[src/rtl/ov5640_cfg_pkg.sv]
// ov5640_cfg_pkg
// Shared definitions for the OV5640 power-up / configuration sequencer:
// sequencer state encoding, the delay-entry marker and the field layout of
// a 32-bit table entry {ID, REG_H, REG_L, DATA}.
// No ports (package).
package ov5640_cfg_pkg;

  typedef enum logic [2:0] {
    PWR_WAIT = 3'd0,
    PWDN_REL = 3'd1,
    RST_REL  = 3'd2,
    RUN      = 3'd3,
    DLY      = 3'd4,
    DONE     = 3'd5
  } cfg_state_t;

  // An entry whose ID byte equals this is a millisecond delay, not a bus write.
  localparam logic [7:0] DELAY_ID = 8'hFF;

  // Entry field positions.
  localparam int ID_MSB   = 31;
  localparam int ID_LSB   = 24;
  localparam int REGH_MSB = 23;
  localparam int REGH_LSB = 16;
  localparam int REGL_MSB = 15;
  localparam int REGL_LSB = 8;
  localparam int DATA_MSB = 7;
  localparam int DATA_LSB = 0;
  // Delay length in ms occupies the low half of a delay entry.
  localparam int DLY_MSB  = 15;
  localparam int DLY_LSB  = 0;

  function automatic logic [7:0] entry_id(input logic [31:0] entry);
    return entry[ID_MSB:ID_LSB];
  endfunction

  function automatic logic [15:0] entry_delay_ms(input logic [31:0] entry);
    return entry[DLY_MSB:DLY_LSB];
  endfunction

endpackage

[src/rtl/ov5640_cfg_lut.sv]
// ov5640_cfg_lut
// OV5640 register table as a synchronous case ROM (one-cycle read latency).
// Entries are {ID, REG_H, REG_L, DATA}; ID 8'hFF marks a delay of DATA16 ms.
// Ports:
//   clk   in   1   system clock
//   addr  in  10   table index
//   data  out 32   registered entry; 32'h0 for addresses past the table
module ov5640_cfg_lut
  import ov5640_cfg_pkg::*;
(
  input  logic        clk,
  input  logic [9:0]  addr,
  output logic [31:0] data
);

  // Registered table read.
  always_ff @(posedge clk) begin
    case (addr)
      10'd0:   data <= 32'h7831_0311; // clock from pad
      10'd1:   data <= 32'h7830_0882; // software reset
      10'd2:   data <= 32'hFF00_0005; // wait 5 ms for reset to settle
      10'd3:   data <= 32'h7830_0842; // software power down
      10'd4:   data <= 32'h7831_0303; // clock from PLL
      10'd5:   data <= 32'hFF00_0000; // zero-length delay
      10'd6:   data <= 32'h7830_17FF; // FREX/VSYNC/HREF/PCLK/D[9:6] output
      10'd7:   data <= 32'h7830_18FF; // D[5:0]/GPIO output
      10'd8:   data <= 32'h7830_341A; // PLL: 10-bit mode
      10'd9:   data <= 32'h7830_3713; // PLL root divider / pre-divider
      10'd10:  data <= 32'h7831_0801; // PCLK/SCLK dividers
      10'd11:  data <= 32'h7836_3036; // analog control
      default: data <= 32'h0000_0000;
    endcase
  end

endmodule

[src/rtl/ov5640_cfg_sequencer.sv]
// ov5640_cfg_sequencer
// Drives the OV5640 PWDN/RESETB power-on timing, holds the SCCB controller
// in reset until the sensor is ready, then serves the controller one table
// entry at a time through its index/data/size interface. Delay entries are
// executed locally and never reach the bus.
// Build option: define OV5640_CFG_DELAY_EN to decode delay entries (ID 8'hFF)
// and build the DLY state; without it every entry is passed verbatim and the
// size limit is fixed at LUT_SIZE.
// Ports:
//   clk               in   1  system clock
//   rst               in   1  synchronous active-high reset
//   cmos_pwdn         out  1  sensor power-down (1 = powered down)
//   cmos_rst_n        out  1  sensor RESETB (0 = in reset)
//   i2c_rst_n         out  1  SCCB controller reset (0 = held)
//   i2c_config_index  in  10  entry index requested by the controller
//   i2c_config_size   out 10  limit that gates the controller
//   i2c_config_data   out 32  entry for the current index
//   cfg_done          out  1  every entry consumed; sticky until rst
module ov5640_cfg_sequencer
  import ov5640_cfg_pkg::*;
#(
  parameter int         CLK_FREQ  = 100_000_000,
  parameter logic [9:0] LUT_SIZE  = 10'd300,
  parameter int         T_PWDN_MS = 5,
  parameter int         T_RST_MS  = 1,
  parameter int         T_SCCB_MS = 20
) (
  input  logic        clk,
  input  logic        rst,
  output logic        cmos_pwdn,
  output logic        cmos_rst_n,
  output logic        i2c_rst_n,
  input  logic [9:0]  i2c_config_index,
  output logic [9:0]  i2c_config_size,
  output logic [31:0] i2c_config_data,
  output logic        cfg_done
);

  localparam logic [31:0] TICK_LAST = 32'(CLK_FREQ / 1000 - 1);

  cfg_state_t  state_r;
  logic [31:0] tick_cnt_r;
  logic [15:0] ms_cnt_r;
  logic        go_r;        // start a lookup on the next cycle
  logic [1:0]  lk_r;        // lookup stage: 1 = ROM read, 2 = decode
  logic [9:0]  ptr_r;
  logic [9:0]  idx_prev_r;
  logic [31:0] rom_data_s;
  logic [9:0]  ptr_nxt_s;
  logic [15:0] wait_ms_s;
  logic        ms_tick_s;
  logic        wait_over_s;
  logic        start_s;
  logic        resolve_s;
  cfg_state_t  dec_state_s;
  logic [9:0]  dec_size_s;
  logic        dec_load_s;
  logic        dec_done_s;
`ifdef OV5640_CFG_DELAY_EN
  logic [9:0]  skip_r;      // delay entries already executed
  logic [15:0] dly_ms_r;
  assign ptr_nxt_s = i2c_config_index + skip_r;
`else
  assign ptr_nxt_s = i2c_config_index;
`endif

  ov5640_cfg_lut u_lut (
    .clk  (clk),
    .addr (ptr_r),
    .data (rom_data_s)
  );

  // Length in ms of the wait belonging to the current state.
  always_comb begin
    wait_ms_s = 16'd0;
    case (state_r)
      PWR_WAIT: wait_ms_s = 16'(T_PWDN_MS);
      PWDN_REL: wait_ms_s = 16'(T_RST_MS);
      RST_REL:  wait_ms_s = 16'(T_SCCB_MS);
`ifdef OV5640_CFG_DELAY_EN
      DLY:      wait_ms_s = dly_ms_r;
`endif
      default:  wait_ms_s = 16'd0;
    endcase
  end

  // Prescaler is cleared on state entry, so the N-th ms completes exactly
  // N*TICK cycles later; a zero wait completes on the first cycle.
  assign ms_tick_s   = (tick_cnt_r == TICK_LAST);
  assign wait_over_s = (wait_ms_s == 16'd0) ||
                       (ms_tick_s && (ms_cnt_r == wait_ms_s - 16'd1));
  // A fresh index restarts the lookup; a stale decode is then discarded.
  assign start_s     = go_r || ((state_r == RUN) && (i2c_config_index != idx_prev_r));
  assign resolve_s   = (lk_r == 2'd2) && !start_s;

  // Decode of the registered ROM word for the looked-up pointer.
  always_comb begin
    dec_state_s = RUN;
    dec_size_s  = i2c_config_index + 10'd1;
    dec_load_s  = 1'b1;
    dec_done_s  = 1'b0;
`ifdef OV5640_CFG_DELAY_EN
    if (ptr_r >= LUT_SIZE) begin
      dec_state_s = DONE;
      dec_size_s  = i2c_config_index;
      dec_load_s  = 1'b0;
      dec_done_s  = 1'b1;
    end else if (entry_id(rom_data_s) == DELAY_ID) begin
      // Size = index parks the controller at IDLE for the delay.
      dec_state_s = DLY;
      dec_size_s  = i2c_config_index;
      dec_load_s  = 1'b0;
    end else begin
      dec_state_s = RUN;
    end
`else
    dec_size_s = LUT_SIZE;
    if (ptr_r >= LUT_SIZE) begin
      dec_state_s = DONE;
      dec_load_s  = 1'b0;
      dec_done_s  = 1'b1;
    end else begin
      dec_load_s = 1'b1;
    end
`endif
  end

  // Sequencer FSM, prescaler, lookup pipeline and registered outputs.
  always_ff @(posedge clk) begin
    if (rst) begin
      state_r          <= PWR_WAIT;
      cmos_pwdn        <= 1'b1;
      cmos_rst_n       <= 1'b0;
      i2c_rst_n        <= 1'b0;
      i2c_config_size  <= 10'd0;
      i2c_config_data  <= 32'd0;
      cfg_done         <= 1'b0;
      tick_cnt_r       <= 32'd0;
      ms_cnt_r         <= 16'd0;
      go_r             <= 1'b0;
      lk_r             <= 2'd0;
      ptr_r            <= 10'd0;
      idx_prev_r       <= 10'd0;
`ifdef OV5640_CFG_DELAY_EN
      skip_r           <= 10'd0;
      dly_ms_r         <= 16'd0;
`endif
    end else begin
      idx_prev_r <= i2c_config_index;
      go_r       <= 1'b0;
      if (ms_tick_s) begin
        tick_cnt_r <= 32'd0;
        ms_cnt_r   <= ms_cnt_r + 16'd1;
      end else begin
        tick_cnt_r <= tick_cnt_r + 32'd1;
      end
      if (start_s) begin
        ptr_r <= ptr_nxt_s;
        lk_r  <= 2'd1;
      end else if (lk_r == 2'd1) begin
        lk_r <= 2'd2;
      end else begin
        lk_r <= 2'd0;
      end
      case (state_r)
        PWR_WAIT: begin
          if (wait_over_s) begin
            cmos_pwdn  <= 1'b0;
            state_r    <= PWDN_REL;
            tick_cnt_r <= 32'd0;
            ms_cnt_r   <= 16'd0;
          end
        end
        PWDN_REL: begin
          if (wait_over_s) begin
            cmos_rst_n <= 1'b1;
            state_r    <= RST_REL;
            tick_cnt_r <= 32'd0;
            ms_cnt_r   <= 16'd0;
          end
        end
        RST_REL, RUN: begin
          if (resolve_s) begin
            state_r         <= dec_state_s;
            i2c_config_size <= dec_size_s;
            if (dec_load_s) begin
              i2c_config_data <= rom_data_s;
            end
            cfg_done        <= dec_done_s;
            i2c_rst_n       <= 1'b1;
            tick_cnt_r      <= 32'd0;
            ms_cnt_r        <= 16'd0;
`ifdef OV5640_CFG_DELAY_EN
            dly_ms_r        <= entry_delay_ms(rom_data_s);
`endif
          end else if ((state_r == RST_REL) && !go_r && (lk_r == 2'd0) && wait_over_s) begin
            go_r <= 1'b1;
          end
        end
`ifdef OV5640_CFG_DELAY_EN
        DLY: begin
          if (wait_over_s) begin
            skip_r     <= skip_r + 10'd1;
            go_r       <= 1'b1;
            state_r    <= RUN;
            tick_cnt_r <= 32'd0;
            ms_cnt_r   <= 16'd0;
          end
        end
`endif
        DONE: begin
        end
        default: state_r <= PWR_WAIT;
      endcase
    end
  end

endmodule

[config.mk]
export PLATFORM = sky130hd
export DESIGN_NAME = ov5640_cfg_sequencer
export DESIGN_NICKNAME = d
export VERILOG_FILES = /design/src/rtl/ov5640_cfg_pkg.sv /design/src/rtl/ov5640_cfg_lut.sv /design/src/rtl/ov5640_cfg_sequencer.sv
export SDC_FILE = /design/constraint.sdc
export NUM_CORES = 1
export LEC_CHECK = 0
export BUFFER_PORTS_ARGS = -buffer_cell sky130_fd_sc_hd__buf_2
export CAP_MARGIN = 15
export CORE_ASPECT_RATIO = 0.9
export CORE_MARGIN = 5
export CORE_UTILIZATION = 55
export DETAILED_ROUTE_END_ITERATION = 10
export PLACE_DENSITY = 0.75
export SLEW_MARGIN = 40
export SYNTH_ARGS = -nofsm -noshare
export SYNTH_HDL_FRONTEND = slang
export SYNTH_SLANG_ARGS = --single-unit
[constraint.sdc]
create_clock -name clk -period 6.4 [get_ports clk]
set_input_delay 1.28 -clock clk [delete_from_list [all_inputs] [get_ports clk]]
set_output_delay 1.28 -clock clk [all_outputs]
set_load 0.01 [all_outputs]
* After elaboration in Yosys (flattened, before gate mapping)
Memories as Yosys holds them, arrays and structs flattened. A register that Yosys moved wholly into a read port is not among the register bits.
Index checks and enable logic that the tools add are counted.
** Word-level totals
- Register bits :: 143
- Latch bits :: 0
- Memory bits (writable) :: 0
- Bits in read-only memories :: 432
- Memories kept :: 1
** Operators by class
- Add/sub/neg operators :: 3
- $mul :: 0
- Divide/modulo/power cells :: 0
- $lt $le $gt $ge :: 1
- Equal/unequal tests :: 12
- Shift operators :: 0
- Mux-type cells :: 18
- Bitwise operators :: 3
- Reductions and logical operators :: 24
** Memories
- (no name shown) :: words 16, width 27, rd ports 1, clocked after memory_dff 1, wr ports 0, RTL line ov5640_cfg_lut.sv:18 : case (addr)
** Operators by type and width (count)
- $mux W32 :: 3
- $pmux W32 S2 :: 1
- $mux W16 :: 3
- $add A32 B1 Y32 const B :: 1
- $eq A32 B17 Y1 const B :: 1
- $pmux W16 S2 :: 1
- $add A16 B1 Y16 const B :: 1
- $eq A16 B16 Y1 :: 1
- $logic_not A16 Y1 :: 1
- $sub A16 B1 Y16 const B :: 1
- $pmux W5 S3 :: 1
- $mux W3 :: 4
- $pmux W3 S4 :: 1
- $ge A10 B9 Y1 const B :: 1
- $ne A10 B10 Y1 :: 1
- $eq A3 B2 Y1 const B :: 2
- $logic_and A1 B1 Y1 :: 6
- $logic_not A6 Y1 :: 1
- $ne A2 B2 Y1 const B :: 3
- $reduce_and A2 Y1 :: 3
- $reduce_or A2 Y1 :: 3
- $reduce_and A4 Y1 :: 1
- $eq A3 B1 Y1 const B :: 1
- $eq A3 B3 Y1 const B :: 1
- 11 further kinds :: 18

* Longest topological paths before layout
- Depth in word-level cells :: 8
- Depth in mapped cells :: 11
- Gate-level depth less buffers :: 9

* Hierarchy
From an unflattened synthesis, not the netlist that was laid out.
** Unflattened totals
- Cells, all modules :: 689
- Area, all modules :: 6068.3 sq um
** By module, submodules not included
- ov5640_cfg_sequencer :: instances 1, cells an instance 592, area each 5162.5 sq um, sequential area each 2202.1 sq um
- ov5640_cfg_lut :: instances 1, cells an instance 97, area each 905.9 sq um, sequential area each 360.3 sq um

* Worst setup path before layout
Ideal clock, no wire load.
- Path type :: flip-flop to flip-flop
- Start :: reg state_r[2]
- End :: reg ms_cnt_r[6]
- Setup time :: 0.131 ns
- Data arrival time :: 2.535 ns
- Data required time :: 6.269 ns
- Slack :: 3.734 ns
- Cell stages (with the launch flop) :: 12
- Path buffers :: 2
- Clock period less this slack :: 2.666 ns
- Cell sequence :: dfxtp_1 -> buf_2 -> nor2_1 -> inv_1 -> ha_1 -> ha_1 -> or4_1 -> mux2i_1 -> nand4b_1 -> o21ai_2 -> buf_6 -> a211oi_1
** Between the ends
- Longest elaborated chain between the ends :: 8
- Elaborated cells between the ends (all ways) :: 19
- Those cells by class :: add/sub: 1; eq/ne: 4; mux: 4; reduce/logical: 10
** RTL lines
- start: declaration :: RTL line ov5640_cfg_sequencer.sv:41 : cfg_state_t state_r;
- start signal: assignment :: RTL line ov5640_cfg_sequencer.sv:184 : state_r <= dec_state_s;
- $eq A3 B2 Y1, or another cell as far along :: RTL line ov5640_cfg_sequencer.sv:76, ov5640_cfg_sequencer.sv:165
- $pmux W5 S3 :: RTL line ov5640_cfg_sequencer.sv:76 : case (state_r)
- $sub A16 B1 Y16 :: RTL line ov5640_cfg_sequencer.sv:91 : (ms_tick_s && (ms_cnt_r == wait_ms_s - 16'd1));
- $eq A16 B16 Y1 :: RTL line ov5640_cfg_sequencer.sv:91
- $logic_and A1 B1 Y1 :: RTL line ov5640_cfg_sequencer.sv:91
- $logic_or A1 B1 Y1 :: RTL line ov5640_cfg_sequencer.sv:90 : assign wait_over_s = (wait_ms_s == 16'd0) ||
- $mux W16 :: RTL line ov5640_cfg_sequencer.sv:167, ov5640_cfg_sequencer.sv:175
- $pmux W16 S2 (*) :: RTL line ov5640_cfg_sequencer.sv:165 : case (state_r)
- end signal: assignment :: RTL line ov5640_cfg_sequencer.sv:153 : ms_cnt_r <= ms_cnt_r + 16'd1;
- end: declaration :: RTL line ov5640_cfg_sequencer.sv:43 : logic [15:0] ms_cnt_r;
Every way passes the cells marked *; elsewhere a longest branch is shown, timed or not.
A chain may end at the register's enable or synchronous reset.

* Final worst setup path
- Start :: reg state_r[2]
- End :: reg ms_cnt_r[1]
Same word-level chain as after synthesis.

==> summary.md <==
| Metric | Value |
|---|---|
| Tcrit/Tclk final | `between 50% and 60%` |
| Sequential standard cell area | `2280 µm²` |
| Flops & latches, synth | `114` |
| CTS tree | `done` |
| Gpl congestion | `0.844` |
| Port Buf Inserts | `between 40 and 50` |
| Post-detailed-routing wire length | `between 10000 and 15000 µm` |
| Clock tree root buffer cell | `clkbuf_16` |
| Clock Power Share | `58.8%` |
| Final Hold Viols | `0` |
| Max VDD drop | `0.368 mV` |
| Largest cells by area after synthesis | `dfxtp_1 40%, xnor2_1 5.3%, nand4_1 4.3%` |
| Diode count | `0` |
| Syn Inst Count | `about 630` |
| Layout cells sized above 1 | `~18%` |
| GRT Overall Usage | `21.5%` |
| Vias in the first global route | `approximately 4400` |
| Utilization after layout | `between 60% and 70%` |
| First-pass GRT wire length | `between 20000 and 25000 µm` |
| Die width | `between 100 and 150 µm` |
| Via-to-Cell Ratio | `approximately 5.8` |
| DP HPWL | `between 8000 and 9000 µm` |
| PwrDens | `around 280 nW/µm²` |
| Antenna violations before repair | `0` |
| Final WS setup | `around 3200 ps` |
| Fillcell total | `approximately 830` |
| Most common cell in the synthesized netlist | `dfxtp_1` |
| CTS Hold Bufs | `0` |
| WP data required | `~6700 ps` |
| Final Max Tran Viols | `0` |
| Largest net degree at the start of global routing | `65` |
| Synthesized area per cell | `around 9 µm²` |
| Reg-to-Reg Start | `state_r[2]` |
| Status | `complete, no violations` |
| Max_cap viols | `0` |
| Max clock buf depth | `2` |
| RSZ-0062 raised after global routing | `false` |
| Area grow syn2layout | `14.9%` |
| Worst Skew | `approximately 9.6 ps` |
| List of most frequent post-synthesis cells | `114 x dfxtp_1, 63 x nor2_1, 44 x a21oi_1, 39 x nand4_1, 34 x xnor2_1` |
| Setup violators final | `0` |
| Std-Cell Core Area | `~10000 µm²` |
| CP Capture Type | `register` |
| CP Class | `register to register` |
| Die height | `between 100 and 150 µm` |
| Async SR Flop Fraction | `0%` |
| Internal | `~1.5 mW` |
| Area of the multi-input gates | `3060 µm²` |
| Sink Count | `about 110` |
| Routed len/inst | `around 16 µm` |
| Critical Path Start | `state_r[2]` |
| Fin Setup TNS | `0 ps` |
| Synth Flop Type | `dfxtp_1` |
| Vias | `~4600` |
| Pre-CTS setup slack | `between 3000 and 4000 ps` |
| Worst EP arrival | `around 3500 ps` |
| # IOs | `58` |
| Achievable Freq | `0.311 GHz` |
| Post-synth EDFFs | `0` |
| Critical path endpoint | `ms_cnt_r[1]` |
| Flop pwr share | `39.1%` |
| Final global-route overflow total | `0` |
| Post_cts resized | `0` |
| Die area | `approximately 12000 µm²` |
| Synth cell types | `61` |
| Cell area after synthesis | `between 5000 and 6000 µm²` |
| Static Leak | `about 2.3 nW` |
| Yosys top cell by area | `dfxtp_1` |
| Clock Latency Late Sink | `between 400 and 500 ps` |
| Switching Fraction | `19.4%` |
| Post-route ant nets | `0` |
| Net switching power | `357 µW` |
| DRT iter0 DRCs | `around 460` |
| Sequential-to-total area share from yosys stat | `roughly 40%` |
| Max FO, Critical Path | `16` |
| R2r setup slk | `3180 ps` |
| H-tree depth | `4` |
| Reg clk slew, reported paths | `roughly 50 ps` |
| Comb pwr share | `approximately 2%` |
| Yosys warns | `0` |
| Worst R2R End | `ms_cnt_r[1]` |
| Post-layout min period | `approximately 3200 ps` |
| Post-CTS Setup Bufs | `0` |
| R2R cell count | `9` |
| Critical Path Start Type | `register` |
| Total iterations of the first detailed-routing run | `5` |
| Cell Rows | `35` |
| Nets | `674` |
| Slew @ Worst Pin | `approximately 820 ps` |
| Starting Density | `between 50% and 60%` |
| Max_slew headroom | `45.4%` |
| Top cell type's share of synthesized area | `40.3%` |
| # DRC | `0` |
| CTS buffer count | `17` |
| Hold Path Class | `register to register` |
==> power by group through the flow <==
| stage | clock network (mW) | logic (mW) | registers (mW) |
|---|---|---|---|
| final | 1.08 | 0.0370 | 0.718 |
| after global routing | 1.13 | 0.0414 | 0.718 |
| after CTS | 1.09 | 0.0368 | 0.718 |
| after detailed placement | 0 | 0.0366 | 0.733 |
| after global placement | 0 | 0.0350 | 0.733 |
| after floorplan | 0 | 0.0321 | 0.732 |
==> sequential cells by signal, summed over array words and instances, names as in the netlist, 2 cells and up <==
register / count
idx_prev_r: 10
tick_cnt_r: 32
ms_cnt_r: 16
ptr_r: 10
u_lut.data: 18
lk_r: 2
i2c_config_data: 18
state_r: 3
==> cell type report <==
type | instances | share of cell area, %
Clock inverter | 13 | 3.54
Clock buffer | 19 | 6.96
Timing Repair Buffer | 52 | 4.23
Tap cell | 129 | 2.48
Inverter | 11 | 0.634
Multi-Input combinational cell | 455 | 47.1
Sequential cell | 114 | 35.1
==> cells in the final DEF, fill, tap and decap left out, types with 4 or more instances in the layout <==
cell	n
nor4_2	11
xnor2_1	34
and4_1	10
nor4_1	10
and3_1	10
and2_1	8
a21oi_1	44
buf_4	6
nor3_1	8
nor3_2	4
clkbuf_16	17
a211oi_1	7
nor2_1	63
bufinv_16	6
buf_2	46
o31ai_1	18
nand3_1	30
ha_1	11
o21ai_0	16
nand4_1	39
conb_1	11
nand2_1	33
xor2_1	25
nor2b_1	13
dfxtp_1	114
inv_1	10
a211oi_2	8
==> worst max-delay path, stage by stage (launching register included) <==
cell      delay, ps
dfxtp_1         430
nor2_1          350
inv_1           150
ha_1            240
ha_1            220
or4_1           530
mux2i_1         190
nand4b_1        220
o21ai_4         530
a221oi_1        190
==> cells by family after synthesis <==
group,count (synthesis),synth area share (%)
muxes,3,0.530
buffers and inverters,73,7.24
and+or+nand+nor,256,26.4
DFF,114,40.3
xor gates and xnor gates,59,9.12
adders and majority gates,11,2.43
other,1,0.0662
AOI/OAI and AO/OA,115,14.0
==> layer usage <==
layer	routed length [µm]	track usage [%]
met1	5670	28.6
met2	6100	33.1
met3	673	5.86
met4	214	7.78
met5	0	0
==> per-stage QoR <==
stage	total power [mW]	hold slack [ps]	instances	area, µm²
after global placement	0.768	429	760	5770
after CTS	1.84	444	792	6490
after detailed placement	0.770	436	760	5800
final	1.83	442	793	6510
after global routing	1.89	450	793	6510
after floorplan	0.764	417	642	5700
==> worst min-delay path by stage <==
stage	startpoint	end	slack, ps	cells past startpoint
floorplan	tick_cnt_r[0]	tick_cnt_r[0]	420	1
global placement	tick_cnt_r[0]	tick_cnt_r[0]	430	1
detailed placement	tick_cnt_r[0]	tick_cnt_r[0]	440	1
CTS	tick_cnt_r[0]	tick_cnt_r[0]	440	1
global route	tick_cnt_r[0]	tick_cnt_r[0]	450	1
finish	tick_cnt_r[0]	tick_cnt_r[0]	440	1
No activity file was read; power rests on OpenSTA's default activity.
